### config.mk
export PLATFORM = sky130hd
export DESIGN_NAME = muldiv_unit
export DESIGN_NICKNAME = d
export VERILOG_FILES = /design/src/rtl/muldiv_unit.sv
export SDC_FILE = /design/constraint.sdc
export NUM_CORES = 1
export LEC_CHECK = 0
export CORE_UTILIZATION = 25
export CTS_CLUSTER_DIAMETER = 100
export DETAILED_ROUTE_END_ITERATION = 16
export GPL_TIMING_DRIVEN = 0
export MAX_ROUTING_LAYER = met4
export SLEW_MARGIN = 20
export SYNTH_ARGS = -nofsm -noshare
export SYNTH_HDL_FRONTEND = slang
export SYNTH_SLANG_ARGS = --single-unit
### constraint.sdc
create_clock -name i_clk -period 10.1 [get_ports i_clk]
set_clock_uncertainty 0.15 [all_clocks]
set_input_delay 1.01 -clock i_clk [delete_from_list [all_inputs] [get_ports i_clk]]
set_output_delay 1.01 -clock i_clk [all_outputs]
set_load 0.1 [all_outputs]
### src/rtl/muldiv_unit.sv
// muldiv_unit: iterative RV32M multiply/divide unit sharing one shift/add-subtract datapath.
// Optional macro MULDIV_FAST_MUL_EN: combinational multiplier, multiplies go IDLE -> DONE directly.
module muldiv_unit #(
  parameter int DATA_WIDTH = 32,
  parameter int ADDR_WIDTH = 5
) (
  input  logic                  i_clk,
  input  logic                  i_rst,
  input  logic                  i_valid,
  output logic                  o_ready,
  input  logic [2:0]            i_funct3,
  input  logic [DATA_WIDTH-1:0] i_rs1_data,
  input  logic [DATA_WIDTH-1:0] i_rs2_data,
  input  logic [ADDR_WIDTH-1:0] i_rd_addr,
  output logic                  o_busy,
  output logic                  o_reg_write,
  output logic [ADDR_WIDTH-1:0] o_rd_addr,
  output logic [DATA_WIDTH-1:0] o_rd_data
);
  localparam int DW = DATA_WIDTH;
  localparam int CW = $clog2(DATA_WIDTH);
  localparam logic [DW-1:0] MIN_NEG = {1'b1, {(DW-1){1'b0}}};
  localparam logic [DW-1:0] ONE_DW  = {{(DW-1){1'b0}}, 1'b1};
  localparam logic [2*DW-1:0] ONE_2DW = {{(2*DW-1){1'b0}}, 1'b1};

  typedef enum logic [1:0] {S_IDLE = 2'd0, S_CALC = 2'd1, S_DONE = 2'd2} state_t;

  state_t                r_state, w_state_nxt;
  logic [CW-1:0]         r_cnt;
  logic [2*DW-1:0]       r_acc;
  logic [DW-1:0]         r_b;
  logic [2:0]            r_funct3;
  logic [ADDR_WIDTH-1:0] r_rd_pend;
  logic                  r_neg_q, r_neg_r;
  logic                  r_reg_write;
  logic [ADDR_WIDTH-1:0] r_rd_addr;
  logic [DW-1:0]         r_rd_data;

  logic          w_is_div, w_a_sgn, w_b_sgn, w_a_neg, w_b_neg;
  logic [DW-1:0] w_a_mag, w_b_mag;
  logic          w_div_zero, w_div_ovf, w_shortcut;
  logic [DW-1:0] w_short_res;

  assign w_is_div   = i_funct3[2];
  assign w_a_sgn    = w_is_div ? ~i_funct3[0] : (i_funct3[1:0] != 2'b11);
  assign w_b_sgn    = w_is_div ? ~i_funct3[0] : ~i_funct3[1];
  assign w_a_neg    = w_a_sgn & i_rs1_data[DW-1];
  assign w_b_neg    = w_b_sgn & i_rs2_data[DW-1];
  assign w_a_mag    = w_a_neg ? (~i_rs1_data + ONE_DW) : i_rs1_data;
  assign w_b_mag    = w_b_neg ? (~i_rs2_data + ONE_DW) : i_rs2_data;
  assign w_div_zero = w_is_div && (i_rs2_data == {DW{1'b0}});
  assign w_div_ovf  = w_is_div && !i_funct3[0] && (i_rs1_data == MIN_NEG) && (i_rs2_data == {DW{1'b1}});

`ifdef MULDIV_FAST_MUL_EN
  logic [2*DW-1:0] w_a_ext, w_b_ext, w_fast_prod;
  assign w_a_ext     = {{DW{w_a_neg}}, i_rs1_data};
  assign w_b_ext     = {{DW{w_b_neg}}, i_rs2_data};
  assign w_fast_prod = w_a_ext * w_b_ext;
  assign w_shortcut  = w_div_zero | w_div_ovf | !w_is_div;
`else
  assign w_shortcut  = w_div_zero | w_div_ovf;
`endif

  // Results for ops that bypass the iterative path
  always_comb begin
    w_short_res = {DW{1'b0}};
    if (w_div_zero) begin
      w_short_res = i_funct3[1] ? i_rs1_data : {DW{1'b1}};
    end else if (w_div_ovf) begin
      w_short_res = i_funct3[1] ? {DW{1'b0}} : i_rs1_data;
    end else begin
`ifdef MULDIV_FAST_MUL_EN
      w_short_res = (i_funct3[1:0] == 2'b00) ? w_fast_prod[DW-1:0] : w_fast_prod[2*DW-1:DW];
`else
      w_short_res = {DW{1'b0}};
`endif
    end
  end

  logic            w_calc_div;
  logic [DW-1:0]   w_hi, w_lo;
  logic [DW:0]     w_shift;
  logic [DW+1:0]   w_op_a, w_op_b, w_sum;
  logic [2*DW-1:0] w_acc_nxt, w_prod;
  logic [DW-1:0]   w_quo, w_rem, w_calc_res;

  assign w_calc_div = r_funct3[2];
  assign w_hi       = r_acc[2*DW-1:DW];
  assign w_lo       = r_acc[DW-1:0];
  assign w_shift    = {w_hi, w_lo[DW-1]};

  // One iteration: multiply adds into the high half and shifts right; divide trial-subtracts and shifts left
  always_comb begin
    w_op_a = w_calc_div ? {1'b0, w_shift} : {2'b00, w_hi};
    w_op_b = w_calc_div ? ~{2'b00, r_b} : (w_lo[0] ? {2'b00, r_b} : {(DW+2){1'b0}});
    w_sum  = w_op_a + w_op_b + {{(DW+1){1'b0}}, w_calc_div};
    if (w_calc_div) begin
      if (w_sum[DW+1]) begin
        w_acc_nxt = {w_shift[DW-1:0], w_lo[DW-2:0], 1'b0};
      end else begin
        w_acc_nxt = {w_sum[DW-1:0], w_lo[DW-2:0], 1'b1};
      end
    end else begin
      w_acc_nxt = {w_sum[DW:0], w_lo[DW-1:1]};
    end
  end

  assign w_prod     = r_neg_q ? (~w_acc_nxt + ONE_2DW) : w_acc_nxt;
  assign w_quo      = r_neg_q ? (~w_acc_nxt[DW-1:0] + ONE_DW) : w_acc_nxt[DW-1:0];
  assign w_rem      = r_neg_r ? (~w_acc_nxt[2*DW-1:DW] + ONE_DW) : w_acc_nxt[2*DW-1:DW];
  assign w_calc_res = w_calc_div ? (r_funct3[1] ? w_rem : w_quo)
                                 : ((r_funct3[1:0] == 2'b00) ? w_prod[DW-1:0] : w_prod[2*DW-1:DW]);

  // Next-state logic
  always_comb begin
    w_state_nxt = r_state;
    case (r_state)
      S_IDLE:  w_state_nxt = i_valid ? (w_shortcut ? S_DONE : S_CALC) : S_IDLE;
      S_CALC:  w_state_nxt = (r_cnt == {CW{1'b0}}) ? S_DONE : S_CALC;
      S_DONE:  w_state_nxt = S_IDLE;
      default: w_state_nxt = S_IDLE;
    endcase
  end

  // State register
  always_ff @(posedge i_clk or posedge i_rst) begin
    if (i_rst) r_state <= S_IDLE;
    else       r_state <= w_state_nxt;
  end

  // Operand latch, iteration datapath and registered write-back
  always_ff @(posedge i_clk or posedge i_rst) begin
    if (i_rst) begin
      r_cnt       <= {CW{1'b0}};
      r_acc       <= {(2*DW){1'b0}};
      r_b         <= {DW{1'b0}};
      r_funct3    <= 3'b000;
      r_rd_pend   <= {ADDR_WIDTH{1'b0}};
      r_neg_q     <= 1'b0;
      r_neg_r     <= 1'b0;
      r_reg_write <= 1'b0;
      r_rd_addr   <= {ADDR_WIDTH{1'b0}};
      r_rd_data   <= {DW{1'b0}};
    end else begin
      r_reg_write <= 1'b0;
      case (r_state)
        S_IDLE: begin
          if (i_valid) begin
            r_funct3  <= i_funct3;
            r_rd_pend <= i_rd_addr;
            r_cnt     <= CW'(DW - 1);
            r_neg_q   <= w_a_neg ^ w_b_neg;
            r_neg_r   <= w_a_neg;
            r_b       <= w_is_div ? w_b_mag : w_a_mag;
            r_acc     <= {{DW{1'b0}}, (w_is_div ? w_a_mag : w_b_mag)};
            if (w_shortcut) begin
              r_reg_write <= 1'b1;
              r_rd_addr   <= i_rd_addr;
              r_rd_data   <= w_short_res;
            end
          end
        end
        S_CALC: begin
          r_acc <= w_acc_nxt;
          r_cnt <= r_cnt - CW'(1);
          if (r_cnt == {CW{1'b0}}) begin
            r_reg_write <= 1'b1;
            r_rd_addr   <= r_rd_pend;
            r_rd_data   <= w_calc_res;
          end
        end
        default: ;
      endcase
    end
  end

  assign o_ready     = (r_state == S_IDLE);
  assign o_busy      = (r_state != S_IDLE);
  assign o_reg_write = r_reg_write;
  assign o_rd_addr   = r_rd_addr;
  assign o_rd_data   = r_rd_data;
endmodule

# Word level (Yosys, flattened, before mapping)
# Index checks and enable logic that the tools add are counted.
# op_classes
add_sub_neg	8
n_mul	0
n_div	0
order_cmp	0
n_eq_ne	7
shifts	0
n_mux	41
bitwise_logic	12
n_reduce_logical	14
# ops
op	count
two-way mux 32 bit	17
two-way mux 64 bit	4
adder 32 x 1 -> 32 bit, second input constant	4
inverter 32 bit	4
one-hot mux 64 bit (2 select lines)	1
adder 64 x 1 -> 64 bit, second input constant	1
== test 32 bit, second input constant	2
inverter 64 bit	1
one-hot mux 32 bit (2 select lines)	1
adder 33 x 34 -> 34 bit	1
adder 34 x 1 -> 34 bit	1
two-way mux 34 bit	1
inverter 32 -> 34 bit	1
two-way mux 33 bit	1
zero test 32 bit	1
two-way mux 5 bit	4
one-hot mux 5 bit (2 select lines)	2
two-way mux 2 bit	3
!= test 2 bit, second input constant	3
zero test 5 bit	1
two-way mux 1 bit	5
subtractor 5 x 1 -> 5 bit, second input constant	1
logical AND 1 bit	4
zero test 2 bit	2
12 further kinds	16
# totals
regBits	151
latch_bits	0
ram_bits	0
romBits	0
input_bits	75
output_inout_bits	40
wordCells	93
memories	0

# Depth between registers and ports, before layout
# logic_depth
ltp_word	13
ltp_mapped	34
mapped_depth_nobuf	23

# Least setup slack after synthesis
# Ideal clock, no wire load.
# synth_timing
path_type	flip-flop to flip-flop
start	register r_funct3[2]
end	register r_rd_data[24] (netlist: o_rd_data[24])
setup_time_ns	0.078
arrival_time_ns	7.320
t_required_ns	9.872
path_slack_ns	2.552
path_stages_with_launch	31
synth_period_minus_slack_ns	7.548
cell_sequence	dfrtp_1 buf_2 buf_2 buf_2 buf_1 buf_2 buf_1 buf_1 clkbuf_1 buf_1 mux2_2 ha_1 a21o_1 a211o_1 a22o_1 a21oi_2 a31oi_1 inv_1 ha_1 o211ai_1 or2_2 nor3_1 and3_1 clkbuf_1 nand2_1 o21ba_2 nand4_1 o41ai_1 xor2_1 o221ai_1 a21oi_1
# synth_via
elab_chain_len	12
word_cells_on_any_way	20
classes_between	add/sub: 5; mux: 12; bitwise: 3
# synth_lines
element	line	text
from (decl)	32	logic [2:0] r_funct3;
from (signal assigned)	149	r_funct3 <= i_funct3;
two-way mux 33 bit / two-way mux 34 bit (equally long branches)	94, 95	
adder 33 x 34 -> 34 bit	96	w_sum = w_op_a + w_op_b + {{(DW+1){1'b0}}, w_calc_div};
adder 34 x 1 -> 34 bit	96	
two-way mux 64 bit	98	if (w_sum[DW+1]) begin
two-way mux 64 bit	97	if (w_calc_div) begin
inverter 64 bit, or another cell as far along	108	assign w_prod = r_neg_q ? (~w_acc_nxt + ONE_2DW) : w_acc_nxt;
adder 64 x 1 -> 64 bit, or another cell as far along	108	
two-way mux 64 bit, or another cell as far along	108	
two-way mux 32 bit, on equally long branches	112, 111	
two-way mux 32 bit (*)	111	assign w_calc_res = w_calc_div ? (r_funct3[1] ? w_rem : w_quo)
two-way mux 32 bit (*)	166	if (r_cnt == {CW{1'b0}}) begin
one-hot mux 32 bit (2 select lines) (*)	146	case (r_state)
to (signal assigned)	143	r_rd_data <= {DW{1'b0}};
to (signal assigned)	159	r_rd_data <= w_short_res;
to (signal assigned)	169	r_rd_data <= w_calc_res;
to (decl)	37	logic [DW-1:0] r_rd_data;
# Mark *: on every way between the ends. The rest lies on a longest branch, timed or not. The select of a mux whose other input is x is not followed.
# A chain may end at the register's enable or synchronous reset.

# Worst setup path in the final report
# layout_timing
start	register r_funct3[2]
end	register r_rd_data[26] (netlist: o_rd_data[26])
# Same word-level chain as after synthesis.

==> flow_metrics.env <==
export IMPL_hold_class="reg -> reg"
export IMPL_worstSkewPairLatency_ns=0.45
export IMPL_drc=0
export IMPL_viasPerCell=5.78
export IMPL_synth_top_area_cell="dfrtp_1"
export IMPL_gr_usage_met2_pct=33.8
export IMPL_ys_ff_latch=150
export IMPL_grt_util_met3_pct=5.09
export IMPL_final_min_clock_period_ns=9.95
export IMPL_critical_path_class="reg -> reg"
export IMPL_worstPathMaxFanout=10
export IMPL_yosysSeqAreaShare_pct=23.6
export IMPL_die_area_mm2=0.0645
export IMPL_status="complete, no violations"
export IMPL_timing_final_ws_setup_ns=0.149
export IMPL_die_h_um=254
export IMPL_drive_above_1_share_pct=7.53
export IMPL_track_usage_pct=23.3
export IMPL_startpoint_type="flop"
export IMPL_htreeDepth=4
export IMPL_cp_arrival_ns=10.11
export IMPL_end_kind="flop"
export IMPL_seq_area_mm2=0.00375
export IMPL_synth_most_common_cell="nand2_1"
export IMPL_yosysWarnings=0
export IMPL_post_dp_hpwl_um=60200
export IMPL_syn_cell_area_mm2=0.0159
export IMPL_grt_pass1_wl_um=109000
export IMPL_drtAntennaViolNets=0
export IMPL_place_ws_ns=-1.05
export IMPL_worst_slew_pin_slew_ns=1.13
export IMPL_async_reset_ff_share_pct=100
export IMPL_wl_um=74800
export IMPL_critical_path_required_ns=10.26
export IMPL_numPortBuffers=113
export IMPL_antenna_found_initial=1
export IMPL_place_congestion=1.06
export IMPL_cts_setup_buffers=0
export IMPL_cts_buffers=17
export IMPL_yosys_cell_types_count=99
export IMPL_synth_nets=2288
export IMPL_rsz0062_at_grt="false"
export IMPL_cpMostUsedCell="buf_2"
export IMPL_slew_headroom_pct=24.2
export IMPL_ys_top_cells_by_area="dfrtp_1 24%, o21ai_0 8.2%, nand2_1 6.7%"
export IMPL_start_util_pct=25.2
export IMPL_core_area_mm2=0.0630
export IMPL_antenna_cells=0
export IMPL_dr_pass1_iters=6
export IMPL_clk_pin_slew_ns=0.07
export IMPL_setup_viol=0
export IMPL_grt_overflow=0
export IMPL_slowest_stage="a221oi_2"
export IMPL_ys_flop_type="dfrtp_1"
export IMPL_yosysTopAreaCellShare_pct=23.6
export IMPL_syn_inst=2173
export IMPL_wire_per_inst_um=23.6
export IMPL_drt_initial_drc_count=2536
export IMPL_finalSetupTns_ns=0
export IMPL_clockBufferDepth=2
export IMPL_fin_crit_sh_pct=98.5
export IMPL_synth_area_per_cell_um2=7.31
export IMPL_synth_common_cells="282 x nand2_1, 261 x o21ai_0, 213 x nor2_1"
export IMPL_crit_path_max_incr_delay_ns=0.54
export IMPL_nFillCells=6960
export IMPL_grt_pass1_vias=16600
export IMPL_hold_viol=0
export IMPL_met1_usage_pct=31.1
export IMPL_clockRootBuffer="clkbuf_16"
export IMPL_die_w_um=254
export IMPL_clock_fmax_mhz=100
export IMPL_multi_input_area_mm2=0.0114
export IMPL_grt_max_degree=79
export IMPL_synth_edf_count=0
export IMPL_row_count=92
export IMPL_io_pins=115
export IMPL_num_vias=18300
export IMPL_drv_slew=0
export IMPL_clkSinkCount=150
export IMPL_busiest_layer="met2"
export IMPL_cts_tree="done"
export IMPL_nNetsFinal=2426
export IMPL_syn2layout_area_growth_pct=18.4
export IMPL_drv_cap=0
[path summary, 6_finish.rpt]
path                               from       endpoint  slack (ns)  cells after the start
max                         r_funct3[2]  o_rd_data[26]        0.15                     30
min                        r_rd_pend[1]   r_rd_pend[1]        0.33                      2
min in group asynchronous         i_rst         r_b[5]        0.92                      2
max in group asynchronous         i_rst   o_rd_addr[0]        8.05                      3
min reg2reg                r_rd_pend[1]   r_rd_pend[1]        0.33                      2
max reg2reg                 r_funct3[2]  o_rd_data[26]        0.15                     30
[layout by cell type, fill, tap and decap left out, types with 12 or more instances in the layout]
master / netlist / final
a211oi_1: 28 / 27
a21o_1: 15 / 15
a21oi_1: 157 / 157
a221oi_1: 16 / 13
a31oi_1: 27 / 27
and2_1: 27 / 27
buf_2: 18 / 20
clkbuf_1: 99 / 95
clkbuf_16: 0 / 17
clkbuf_2: 6 / 12
clkdlybuf4s50_1: 0 / 113
dfrtp_1: 150 / 150
ha_1: 38 / 38
inv_1: 45 / 44
mux2_2: 35 / 35
mux2i_1: 45 / 45
nand2_1: 282 / 282
nand2b_1: 15 / 15
nand3_1: 64 / 64
nand4_1: 29 / 29
nor2_1: 213 / 213
nor3_1: 69 / 69
nor4_1: 21 / 21
o211ai_1: 18 / 18
o21ai_0: 261 / 260
o221ai_1: 41 / 41
o22ai_1: 17 / 17
o31ai_1: 20 / 20
or3_1: 20 / 20
xnor2_1: 84 / 84
xor2_1: 64 / 64
[cell type report]
cell class / count / share of cell area [%]
Buffer: 146 / 3.49
Clock buffer: 17 / 2.26
Clock inverter: 15 / 0.945
Inverter: 47 / 0.978
Multi-Input combinational cell: 1830 / 60.4
Sequential cell: 150 / 20.0
Tap cell: 846 / 5.63
Timing Repair Buffer: 119 / 6.34
[logic make-up after synthesis]
group,share of synthesized area (%)
and+or+nand+nor,24.5
AOI/OAI and AO/OA,30.0
buffers and inverters,5.11
DFF,23.6
xor gates and xnor gates,8.16
muxes,5.32
adders and majority gates,3.31
[state kept, by name (all words and copies together) (netlist names)]
register / cells
o_rd_addr: 5
o_rd_data: 32
o_reg_write: 1
r_acc: 64
r_b: 32
r_cnt: 5
r_funct3: 3
r_neg_q: 1
r_neg_r: 1
r_rd_pend: 5
r_state: 1
[repair_timing]
| action | CTS | global route |
|---|---|---|
| gates resized for setup | 8 | 20 |
| setup endpoints to repair | 19 | 11 |
| endpoints found under the hold margin | 0 | 0 |
| hold buffers | 0 | 0 |
[per-stage QoR]
step           hold WS [ns]  utilization [%]  instance area (um2)  instances
2_1_floorplan         0.295                -                15900       2173
3_3_place_gp          0.309             28.7                18100       3132
3_5_place_dp          0.314             28.8                18200       3138
4_1_cts               0.332             29.8                18800       3170
5_1_grt               0.347             29.9                18800       3170
6_report              0.333             29.9                18800       3170
[critical path: cells and delay by family, from the launching register on]
| family | cells | cell delay [ns] |
|---|---|---|
| fa+ha+maj | 2 | 0.63 |
| simple gates | 5 | 1.16 |
| mux | 1 | 0.39 |
| flops | 1 | 0.52 |
| buf+inv | 11 | 3.83 |
| compound gates | 10 | 2.83 |
| xor+xnor | 1 | 0.29 |
[layer usage]
metal | wire length [um] | up-vias
met2 | 32000 | 1051
met3 | 7580 | 182
met4 | 3460 | 0
met1 | 31800 | 8781
met5 | 0 | -
li1 | - | 8297
Power is left out: the tool's default activity adds up to more than one toggle a clock period on the data nets, which glitch-free logic cannot reach.
